### src/rtl/cpu54_pkg.sv
// Shared CPU-54 datapath widths, register/address types and a small match helper.
package cpu54_pkg;

    localparam int unsigned REG_W    = 32;
    localparam int unsigned RADDR_W  = 5;
    localparam int unsigned NUM_REGS = 32;

    typedef logic [REG_W-1:0]    reg_t;
    typedef logic [RADDR_W-1:0]  raddr_t;
    typedef logic [NUM_REGS-1:0] pend_t;

    function automatic logic idx_hit(input logic v, input raddr_t a, input raddr_t b);
        return v && (a == b);
    endfunction

endpackage

### src/rtl/operand_fetch_if.sv
// Decode, register-file, writeback and execute signals of the operand-fetch stage.
// slave = operand_fetch itself, master = the surrounding pipeline.
interface operand_fetch_if;
    import cpu54_pkg::*;

    logic   id_valid;
    logic   id_ready;
    raddr_t id_rsc;
    raddr_t id_rtc;
    logic   id_use_rs;
    logic   id_use_rt;
    logic   id_wr;
    raddr_t id_rdc;

    raddr_t rf_rsc;
    raddr_t rf_rtc;
    reg_t   rf_rs;
    reg_t   rf_rt;

    logic   wb_valid;
    raddr_t wb_rdc;
    reg_t   wb_data;

    logic   ex_valid;
    logic   ex_ready;
    reg_t   ex_rs;
    reg_t   ex_rt;
    raddr_t ex_rdc;
    logic   ex_wr;

    logic   sb_err;

    modport slave (
        input  id_valid, id_rsc, id_rtc, id_use_rs, id_use_rt, id_wr, id_rdc,
        input  rf_rs, rf_rt, wb_valid, wb_rdc, wb_data, ex_ready,
        output id_ready, rf_rsc, rf_rtc, ex_valid, ex_rs, ex_rt, ex_rdc, ex_wr, sb_err
    );

    modport master (
        output id_valid, id_rsc, id_rtc, id_use_rs, id_use_rt, id_wr, id_rdc,
        output rf_rs, rf_rt, wb_valid, wb_rdc, wb_data, ex_ready,
        input  id_ready, rf_rsc, rf_rtc, ex_valid, ex_rs, ex_rt, ex_rdc, ex_wr, sb_err
    );

endinterface

### src/rtl/of_scoreboard.sv
// 32-entry pending-write scoreboard: set on issue, clear on writeback, three query ports,
// sticky error on writeback to a register that was not pending. Entry 0 is always clear.
module of_scoreboard
    import cpu54_pkg::*;
(
    input  logic   clk_i,
    input  logic   rst_i,
    input  logic   set_i,
    input  raddr_t set_idx_i,
    input  logic   clr_i,
    input  raddr_t clr_idx_i,
    input  raddr_t qa_idx_i,
    input  raddr_t qb_idx_i,
    input  raddr_t qc_idx_i,
    output logic   qa_o,
    output logic   qb_o,
    output logic   qc_o,
    output logic   err_o
);

    pend_t pend_q, pend_d;
    logic  err_q, err_d;

    // Set is applied after clear so a new writer of the retiring register stays pending.
    always_comb begin
        pend_d = pend_q;
        err_d  = err_q;
        if (clr_i && (clr_idx_i != '0)) begin
            if (pend_q[clr_idx_i]) pend_d[clr_idx_i] = 1'b0;
            else                   err_d             = 1'b1;
        end
        if (set_i) pend_d[set_idx_i] = 1'b1;
        pend_d[0] = 1'b0;
    end

    always_ff @(posedge clk_i or posedge rst_i) begin
        if (rst_i) begin
            pend_q <= '0;
            err_q  <= 1'b0;
        end else begin
            pend_q <= pend_d;
            err_q  <= err_d;
        end
    end

    assign qa_o  = pend_q[qa_idx_i];
    assign qb_o  = pend_q[qb_idx_i];
    assign qc_o  = pend_q[qc_idx_i];
    assign err_o = err_q;

endmodule

### src/rtl/operand_fetch.sv
// CPU-54 operand-read stage: RAW/WAW hazard stall, operand select and execute-side register.
// Optional writeback-to-operand forwarding is enabled with `define OF_BYPASS_EN.
module operand_fetch
    import cpu54_pkg::*;
(
    input  logic           OF_clk,
    input  logic           OF_rst,
    operand_fetch_if.slave bus
);

    logic   rs_pend, rt_pend, rd_pend;
    logic   rs_byp, rt_byp;
    logic   src_hz, waw_hz, slot_free, accept;
    reg_t   rs_sel, rt_sel;

    logic   ex_valid_q, ex_valid_d;
    reg_t   ex_rs_q, ex_rs_d;
    reg_t   ex_rt_q, ex_rt_d;
    raddr_t ex_rdc_q, ex_rdc_d;
    logic   ex_wr_q, ex_wr_d;

    of_scoreboard u_sb (
        .clk_i     (OF_clk),
        .rst_i     (OF_rst),
        .set_i     (accept && bus.id_wr && (bus.id_rdc != '0)),
        .set_idx_i (bus.id_rdc),
        .clr_i     (bus.wb_valid),
        .clr_idx_i (bus.wb_rdc),
        .qa_idx_i  (bus.id_rsc),
        .qb_idx_i  (bus.id_rtc),
        .qc_idx_i  (bus.id_rdc),
        .qa_o      (rs_pend),
        .qb_o      (rt_pend),
        .qc_o      (rd_pend),
        .err_o     (bus.sb_err)
    );

`ifdef OF_BYPASS_EN
    assign rs_byp = idx_hit(bus.wb_valid, bus.wb_rdc, bus.id_rsc);
    assign rt_byp = idx_hit(bus.wb_valid, bus.wb_rdc, bus.id_rtc);
`else
    logic unused_wb_data;
    assign rs_byp         = 1'b0;
    assign rt_byp         = 1'b0;
    assign unused_wb_data = ^bus.wb_data;
`endif

    assign src_hz = (bus.id_use_rs && (bus.id_rsc != '0) && rs_pend && !rs_byp)
                 || (bus.id_use_rt && (bus.id_rtc != '0) && rt_pend && !rt_byp);
    assign waw_hz = bus.id_wr && (bus.id_rdc != '0) && rd_pend
                 && !idx_hit(bus.wb_valid, bus.wb_rdc, bus.id_rdc);

    assign slot_free    = !ex_valid_q || bus.ex_ready;
    assign bus.id_ready = slot_free && !src_hz && !waw_hz;
    assign accept       = bus.id_valid && bus.id_ready;

    assign bus.rf_rsc = bus.id_rsc;
    assign bus.rf_rtc = bus.id_rtc;

    always_comb begin
        rs_sel = bus.rf_rs;
        rt_sel = bus.rf_rt;
        if (rs_byp) rs_sel = bus.wb_data;
        if (rt_byp) rt_sel = bus.wb_data;
        if (bus.id_rsc == '0) rs_sel = '0;
        if (bus.id_rtc == '0) rt_sel = '0;
    end

    always_comb begin
        ex_valid_d = ex_valid_q;
        ex_rs_d    = ex_rs_q;
        ex_rt_d    = ex_rt_q;
        ex_rdc_d   = ex_rdc_q;
        ex_wr_d    = ex_wr_q;
        if (accept) begin
            ex_valid_d = 1'b1;
            ex_rs_d    = rs_sel;
            ex_rt_d    = rt_sel;
            ex_rdc_d   = bus.id_rdc;
            ex_wr_d    = bus.id_wr;
        end else if (bus.ex_ready) begin
            ex_valid_d = 1'b0;
        end
    end

    always_ff @(posedge OF_clk or posedge OF_rst) begin
        if (OF_rst) begin
            ex_valid_q <= 1'b0;
            ex_rs_q    <= '0;
            ex_rt_q    <= '0;
            ex_rdc_q   <= '0;
            ex_wr_q    <= 1'b0;
        end else begin
            ex_valid_q <= ex_valid_d;
            ex_rs_q    <= ex_rs_d;
            ex_rt_q    <= ex_rt_d;
            ex_rdc_q   <= ex_rdc_d;
            ex_wr_q    <= ex_wr_d;
        end
    end

    assign bus.ex_valid = ex_valid_q;
    assign bus.ex_rs    = ex_rs_q;
    assign bus.ex_rt    = ex_rt_q;
    assign bus.ex_rdc   = ex_rdc_q;
    assign bus.ex_wr    = ex_wr_q;

endmodule
### src/flat_wrapper.sv
// flat-port wrapper written by rule: the top's interface ports become plain ports
module operand_fetch_flat import cpu54_pkg::*;
  (OF_clk, OF_rst, bus_id_valid, bus_id_rsc, bus_id_rtc, bus_id_use_rs, bus_id_use_rt, bus_id_wr, bus_id_rdc, bus_rf_rs, bus_rf_rt, bus_wb_valid, bus_wb_rdc, bus_wb_data, bus_ex_ready, bus_id_ready, bus_rf_rsc, bus_rf_rtc, bus_ex_valid, bus_ex_rs, bus_ex_rt, bus_ex_rdc, bus_ex_wr, bus_sb_err);
  operand_fetch_if bus_i ();
  input  logic OF_clk;
  input  logic OF_rst;
  input wire logic [$bits(bus_i.id_valid)-1:0] bus_id_valid;
  input wire logic [$bits(bus_i.id_rsc)-1:0] bus_id_rsc;
  input wire logic [$bits(bus_i.id_rtc)-1:0] bus_id_rtc;
  input wire logic [$bits(bus_i.id_use_rs)-1:0] bus_id_use_rs;
  input wire logic [$bits(bus_i.id_use_rt)-1:0] bus_id_use_rt;
  input wire logic [$bits(bus_i.id_wr)-1:0] bus_id_wr;
  input wire logic [$bits(bus_i.id_rdc)-1:0] bus_id_rdc;
  input wire logic [$bits(bus_i.rf_rs)-1:0] bus_rf_rs;
  input wire logic [$bits(bus_i.rf_rt)-1:0] bus_rf_rt;
  input wire logic [$bits(bus_i.wb_valid)-1:0] bus_wb_valid;
  input wire logic [$bits(bus_i.wb_rdc)-1:0] bus_wb_rdc;
  input wire logic [$bits(bus_i.wb_data)-1:0] bus_wb_data;
  input wire logic [$bits(bus_i.ex_ready)-1:0] bus_ex_ready;
  output wire logic [$bits(bus_i.id_ready)-1:0] bus_id_ready;
  output wire logic [$bits(bus_i.rf_rsc)-1:0] bus_rf_rsc;
  output wire logic [$bits(bus_i.rf_rtc)-1:0] bus_rf_rtc;
  output wire logic [$bits(bus_i.ex_valid)-1:0] bus_ex_valid;
  output wire logic [$bits(bus_i.ex_rs)-1:0] bus_ex_rs;
  output wire logic [$bits(bus_i.ex_rt)-1:0] bus_ex_rt;
  output wire logic [$bits(bus_i.ex_rdc)-1:0] bus_ex_rdc;
  output wire logic [$bits(bus_i.ex_wr)-1:0] bus_ex_wr;
  output wire logic [$bits(bus_i.sb_err)-1:0] bus_sb_err;
  assign bus_i.id_valid = bus_id_valid;
  assign bus_i.id_rsc = bus_id_rsc;
  assign bus_i.id_rtc = bus_id_rtc;
  assign bus_i.id_use_rs = bus_id_use_rs;
  assign bus_i.id_use_rt = bus_id_use_rt;
  assign bus_i.id_wr = bus_id_wr;
  assign bus_i.id_rdc = bus_id_rdc;
  assign bus_i.rf_rs = bus_rf_rs;
  assign bus_i.rf_rt = bus_rf_rt;
  assign bus_i.wb_valid = bus_wb_valid;
  assign bus_i.wb_rdc = bus_wb_rdc;
  assign bus_i.wb_data = bus_wb_data;
  assign bus_i.ex_ready = bus_ex_ready;
  assign bus_id_ready = bus_i.id_ready;
  assign bus_rf_rsc = bus_i.rf_rsc;
  assign bus_rf_rtc = bus_i.rf_rtc;
  assign bus_ex_valid = bus_i.ex_valid;
  assign bus_ex_rs = bus_i.ex_rs;
  assign bus_ex_rt = bus_i.ex_rt;
  assign bus_ex_rdc = bus_i.ex_rdc;
  assign bus_ex_wr = bus_i.ex_wr;
  assign bus_sb_err = bus_i.sb_err;
  operand_fetch u_core (.OF_clk(OF_clk), .OF_rst(OF_rst), .bus(bus_i));
endmodule
### config.mk
export PLATFORM = sky130hd
export DESIGN_NAME = operand_fetch_flat
export DESIGN_NICKNAME = d
export VERILOG_FILES = /design/src/rtl/cpu54_pkg.sv /design/src/rtl/operand_fetch_if.sv /design/src/rtl/of_scoreboard.sv /design/src/rtl/operand_fetch.sv /design/src/flat_wrapper.sv
export SDC_FILE = /design/constraint.sdc
export NUM_CORES = 1
export LEC_CHECK = 0
export ABC_AREA = 1
export BUFFER_PORTS_ARGS = -buffer_cell sky130_fd_sc_hd__buf_2
export CAP_MARGIN = 5
export CELL_PAD_IN_SITES_DETAIL_PLACEMENT = 0
export CELL_PAD_IN_SITES_GLOBAL_PLACEMENT = 1
export CORE_ASPECT_RATIO = 1.1
export CORE_UTILIZATION = 30
export CTS_BUF_LIST = sky130_fd_sc_hd__clkbuf_4 sky130_fd_sc_hd__clkbuf_8
export DETAILED_ROUTE_END_ITERATION = 8
export GPL_ROUTABILITY_DRIVEN = 1
export PLACE_DENSITY = 0.67
export SYNTH_ARGS = -nofsm -noshare
export SYNTH_HDL_FRONTEND = slang
export SYNTH_HIERARCHICAL = 1
export SYNTH_SLANG_ARGS = --single-unit
### constraint.sdc
create_clock -name OF_clk -period 3.5 [get_ports OF_clk]
set_input_delay 0.35 -clock OF_clk [delete_from_list [all_inputs] [get_ports OF_clk]]
set_output_delay 0.35 -clock OF_clk [all_outputs]
set_load 0.05 [all_outputs]
==> results <==
- The flow ran to the end, and the final reports show no timing, DRC or antenna violations.
- The TritonCTS buffer count is 9.
- The pin count of the biggest net entering global routing is 72.
- The tree is rooted in a sky130_fd_sc_hd__clkbuf_8.
- The via density per instance is 4.758.
- From left edge to right edge, the die measures 142.7 um.
- The worst setup path is launched from a flip-flop.
- The H-tree was split into 3 levels.
- The analysis attributes to cell leakage a power of 4.568 nW.
- The average detailed-routed wire length per instance is 16.18 um.
- Synthesis inferred 103 register bits.
- The cts-stage hold buffer count is 0.
- The floorplan step defined a core boundary enclosing 21370 um2.
- The count of final setup violators is 0.
- The first detailed-routing pass ran for 5 iterations.
- Global routing consumed, over all layers together, 21.05% of the routing resources.
- The total wire length after detailed routing is 22840 um.
- The most common library cell in the layout ignoring fill and taps is sky130_fd_sc_hd__nand2_1.
- For the worst-skew pair, the clock arrives at the later sink with an insertion delay of 0.37 ns.
- After clock tree synthesis, the clock-pin slew on the worst setup and hold paths is 0.11 ns.
- The max-cap check violation count is 0.
- The design draws 4.284 mW.
- The net count of the finished layout is 1241.
- Post-CTS repair changed the size of 0 cells.
- The number of buffers inserted by post-CTS setup repair is 0.
- The total nets after synthesis is 1106.
- In this run the remaining antenna-violating nets after routing total 0.
- The wire length of the first global-routing pass is 36000 um.
- By instance count, the cell type seen most on the critical path is sky130_fd_sc_hd__nand2_1.
- The final number of hold-violating endpoints is 0.
- Across the VDD grid, the largest voltage drop is 0.0002804 V.
- From synthesis to final layout, the design area changed by 18.16%.
- The sum of overflow across all layers after global routing is 0.
- The highest fanout seen on the critical path is 3.
- The smallest clock period supported by the final layout is computed as 2.944 ns.
- The setup clock skew after layout is 0.01564 ns.
- For this configuration, the core starts out at a cell density of 30.56%.
- The number of buffers on the longest clock path is 2.
- The floorplan step set the die height to 156.8 um.
- The count of vias placed by the detailed router is 6719.
- The required time of the worst setup path is 3.15 ns.
- The sort of element at the end of the critical path is an output pin.
- The initial antenna violation count is 2.
- The number of max-slew violations in the final report was 0.
- The finished layout holds 1412 standard cells, fillers aside.
- The largest single stage delay on the critical path is 0.41 ns.
- The proportion of register bits with asynchronous set or reset after synthesis is 100.0%.
- The placed instance count is 1396.
- For this block, the initial DRC count from the detailed router was 471.
- Data arrives at the worst endpoint at 2.59 ns.
- The transition time at the pin with the least slew margin is 0.8831 ns.
- The number of synthesized flops with an enable pin is 0.
- The worst path uses 84.12% of the clock period.
- In this run the count of I/O pins placed on the die edge is 207.
- The placed wire-length estimate after detailed placement is 15610 um.
- The clock sink total is 103.
- The full die area is 22370 um2.
- In the layout the commonest cells are sky130_fd_sc_hd__nand2_1, sky130_fd_sc_hd__buf_2, sky130_fd_sc_hd__inv_1, sky130_fd_sc_hd__dfrtp_1, sky130_fd_sc_hd__nand3_1.
- The congestion estimate from routability-driven global placement came to 0.8038.
- The summed instance area of the synthesized netlist is 6531 um2.
- The part of the Yosys area used for sequential elements is 39.46%.
- The critical path in this run is classified as flip-flop to output pin.
- Setup repair after global routing left no endpoint under its margin.
- Setup total negative slack on the finished layout was measured at 0 ns.
- The cell row count is 56.
- Walking the worst path, the cells encountered are inv_1 > nand2_1 > o211ai_1 > nand3_1 > nand3_1 > nand2_1 > nand2_1 > nand2_1 > nand2_1 > inv_1 > nand2_1 > nand2_1 > nor2_4 > and2_1 > buf_2.
- The via count of the first global-routing pass is 6323.
- During synthesis, Yosys emitted a total of 6 warnings.
- The remaining max-slew budget at the tightest pin is 40.90%.
- A synthesized cell averages 6.651 um2.
- For this run, the top clock speed supported by timing is 0.3396 GHz.
- Port buffering added 174 buffers.
- The most used flip-flop cell after synthesis is sky130_fd_sc_hd__dfrtp_1.
- The number of cells produced by synthesis is 982.
- Power spread over the standard cell area amounts to 555.1 nW/um2.
- Counting both buffers and inverters, the worst setup path holds a total of 3.
- On the critical path, the stage with the largest delay is an instance of sky130_fd_sc_hd__dfrtp_1.
- The worst hold path belongs to the class input port to async pin.
- Broken down by cell family, the worst path's largest delay share belongs to simple AND/OR/NAND/NOR gates.
- The number of library cell types mapped by synthesis is 27.
- The TritonCTS clock tree is done.
- For this run, design rule violations remaining after detail routing come to 0.
- The fraction of layout cells with a size suffix above 1 is 19.89%.
-- registers in the layout (all words and copies together) (netlist names) --
name	cells
u_core/bus.ex_rt	32
u_core/bus.ex_wr	1
u_core/bus.ex_rs	32
u_core/bus.ex_rdc	5
u_core/u_sb/pend_q	31
u_core/bus.ex_valid	1
u_core/u_sb/err_o	1
-- cells in the mapped netlist, types with 5 or more instances --
cell type / n / area (um2)
sky130_fd_sc_hd__buf_6: 5 / 56.30
sky130_fd_sc_hd__nand2_1: 444 / 1667
sky130_fd_sc_hd__o211ai_1: 9 / 67.56
sky130_fd_sc_hd__buf_4: 17 / 127.6
sky130_fd_sc_hd__clkbuf_1: 15 / 56.30
sky130_fd_sc_hd__dfrtp_1: 103 / 2577
sky130_fd_sc_hd__nand3_1: 77 / 385.4
sky130_fd_sc_hd__o31ai_1: 31 / 232.7
sky130_fd_sc_hd__nand4_1: 70 / 437.9
sky130_fd_sc_hd__nor2_1: 18 / 67.56
sky130_fd_sc_hd__inv_1: 114 / 427.9
sky130_fd_sc_hd__nor3_1: 10 / 50.05
sky130_fd_sc_hd__inv_2: 10 / 37.54
sky130_fd_sc_hd__o21ai_0: 14 / 70.07
sky130_fd_sc_hd__buf_2: 24 / 120.1
-- metal layers --
layer	vias to the layer above	GRT usage, %	wire length, um	part of all wire (%)
met4	2	6.708	515	2.3
met3	24	4.559	1411	6.2
li1	3384	-	-	-
met5	-	0	13	0.057
met2	196	33.82	10710	47
met1	3113	28.00	10190	45
-- worst min-delay path, delay by kind of cell --
family | cells | cell delay [ns]
buffers and inverters | 3 | 0.54
-- final timing paths --
check	startpoint	to	slack, ns	cells after the start
min in group OF_clk	bus_ex_ready	u_core/bus.ex_valid	0.27	4
hold reg to reg	u_core/u_sb/err_o	u_core/u_sb/err_o	0.47	2
hold / removal	OF_rst	u_core/u_sb/pend_q[29]	0.08	3
setup / recovery	u_core/u_sb/pend_q[3]	bus_id_ready	0.56	15
max in group asynchronous	OF_rst	u_core/bus.ex_rs[20]	2.65	3
setup reg to reg	u_core/u_sb/pend_q[3]	u_core/u_sb/pend_q[7]	0.76	20
-- metrics by stage --
step                      util [%]  hold WS, ns  setup WS (ns)  instance area (um2)
after detailed placement     35.20       0.4492         0.5619                 7523
after floorplan                  -       0.4662         0.8955                 6531
after CTS                    36.10      0.08862         0.5747                 7715
after global routing         36.10       0.1053         0.4176                 7715
after global placement       35.20       0.4414         0.6062                 7523
final                        36.11      0.08072         0.5556                 7717
-- where the power goes --
group | internal (mW) | switching, mW | total (mW) | leakage, nW
registers | 1.45 | 0.237 | 1.69 | 1.30
clock network | 0.337 | 0.430 | 0.767 | 0.0957
logic | 0.429 | 1.40 | 1.83 | 3.17
-- cells by family after synthesis --
logic type	after synthesis	synth area share (%)
buffers and inverters	189	12.95
AO/OA/AOI/OAI	62	6.456
AND/OR/NAND/NOR	628	41.13
flip-flops	103	39.46
-- area by class of cell --
type / instances / area, um2
Inverter: 125 / 474.2
Antenna cell: 1 / 2.502
Multi-Input combinational cell: 690 / 3108
Clock buffer: 10 / 131.4
Clock inverter: 5 / 60.06
Timing Repair Buffer: 188 / 1001
Fill cell: 2375 / 13650
Sequential cell: 103 / 2577
Tap cell: 290 / 362.8
Power figures use the tool's default switching activity.
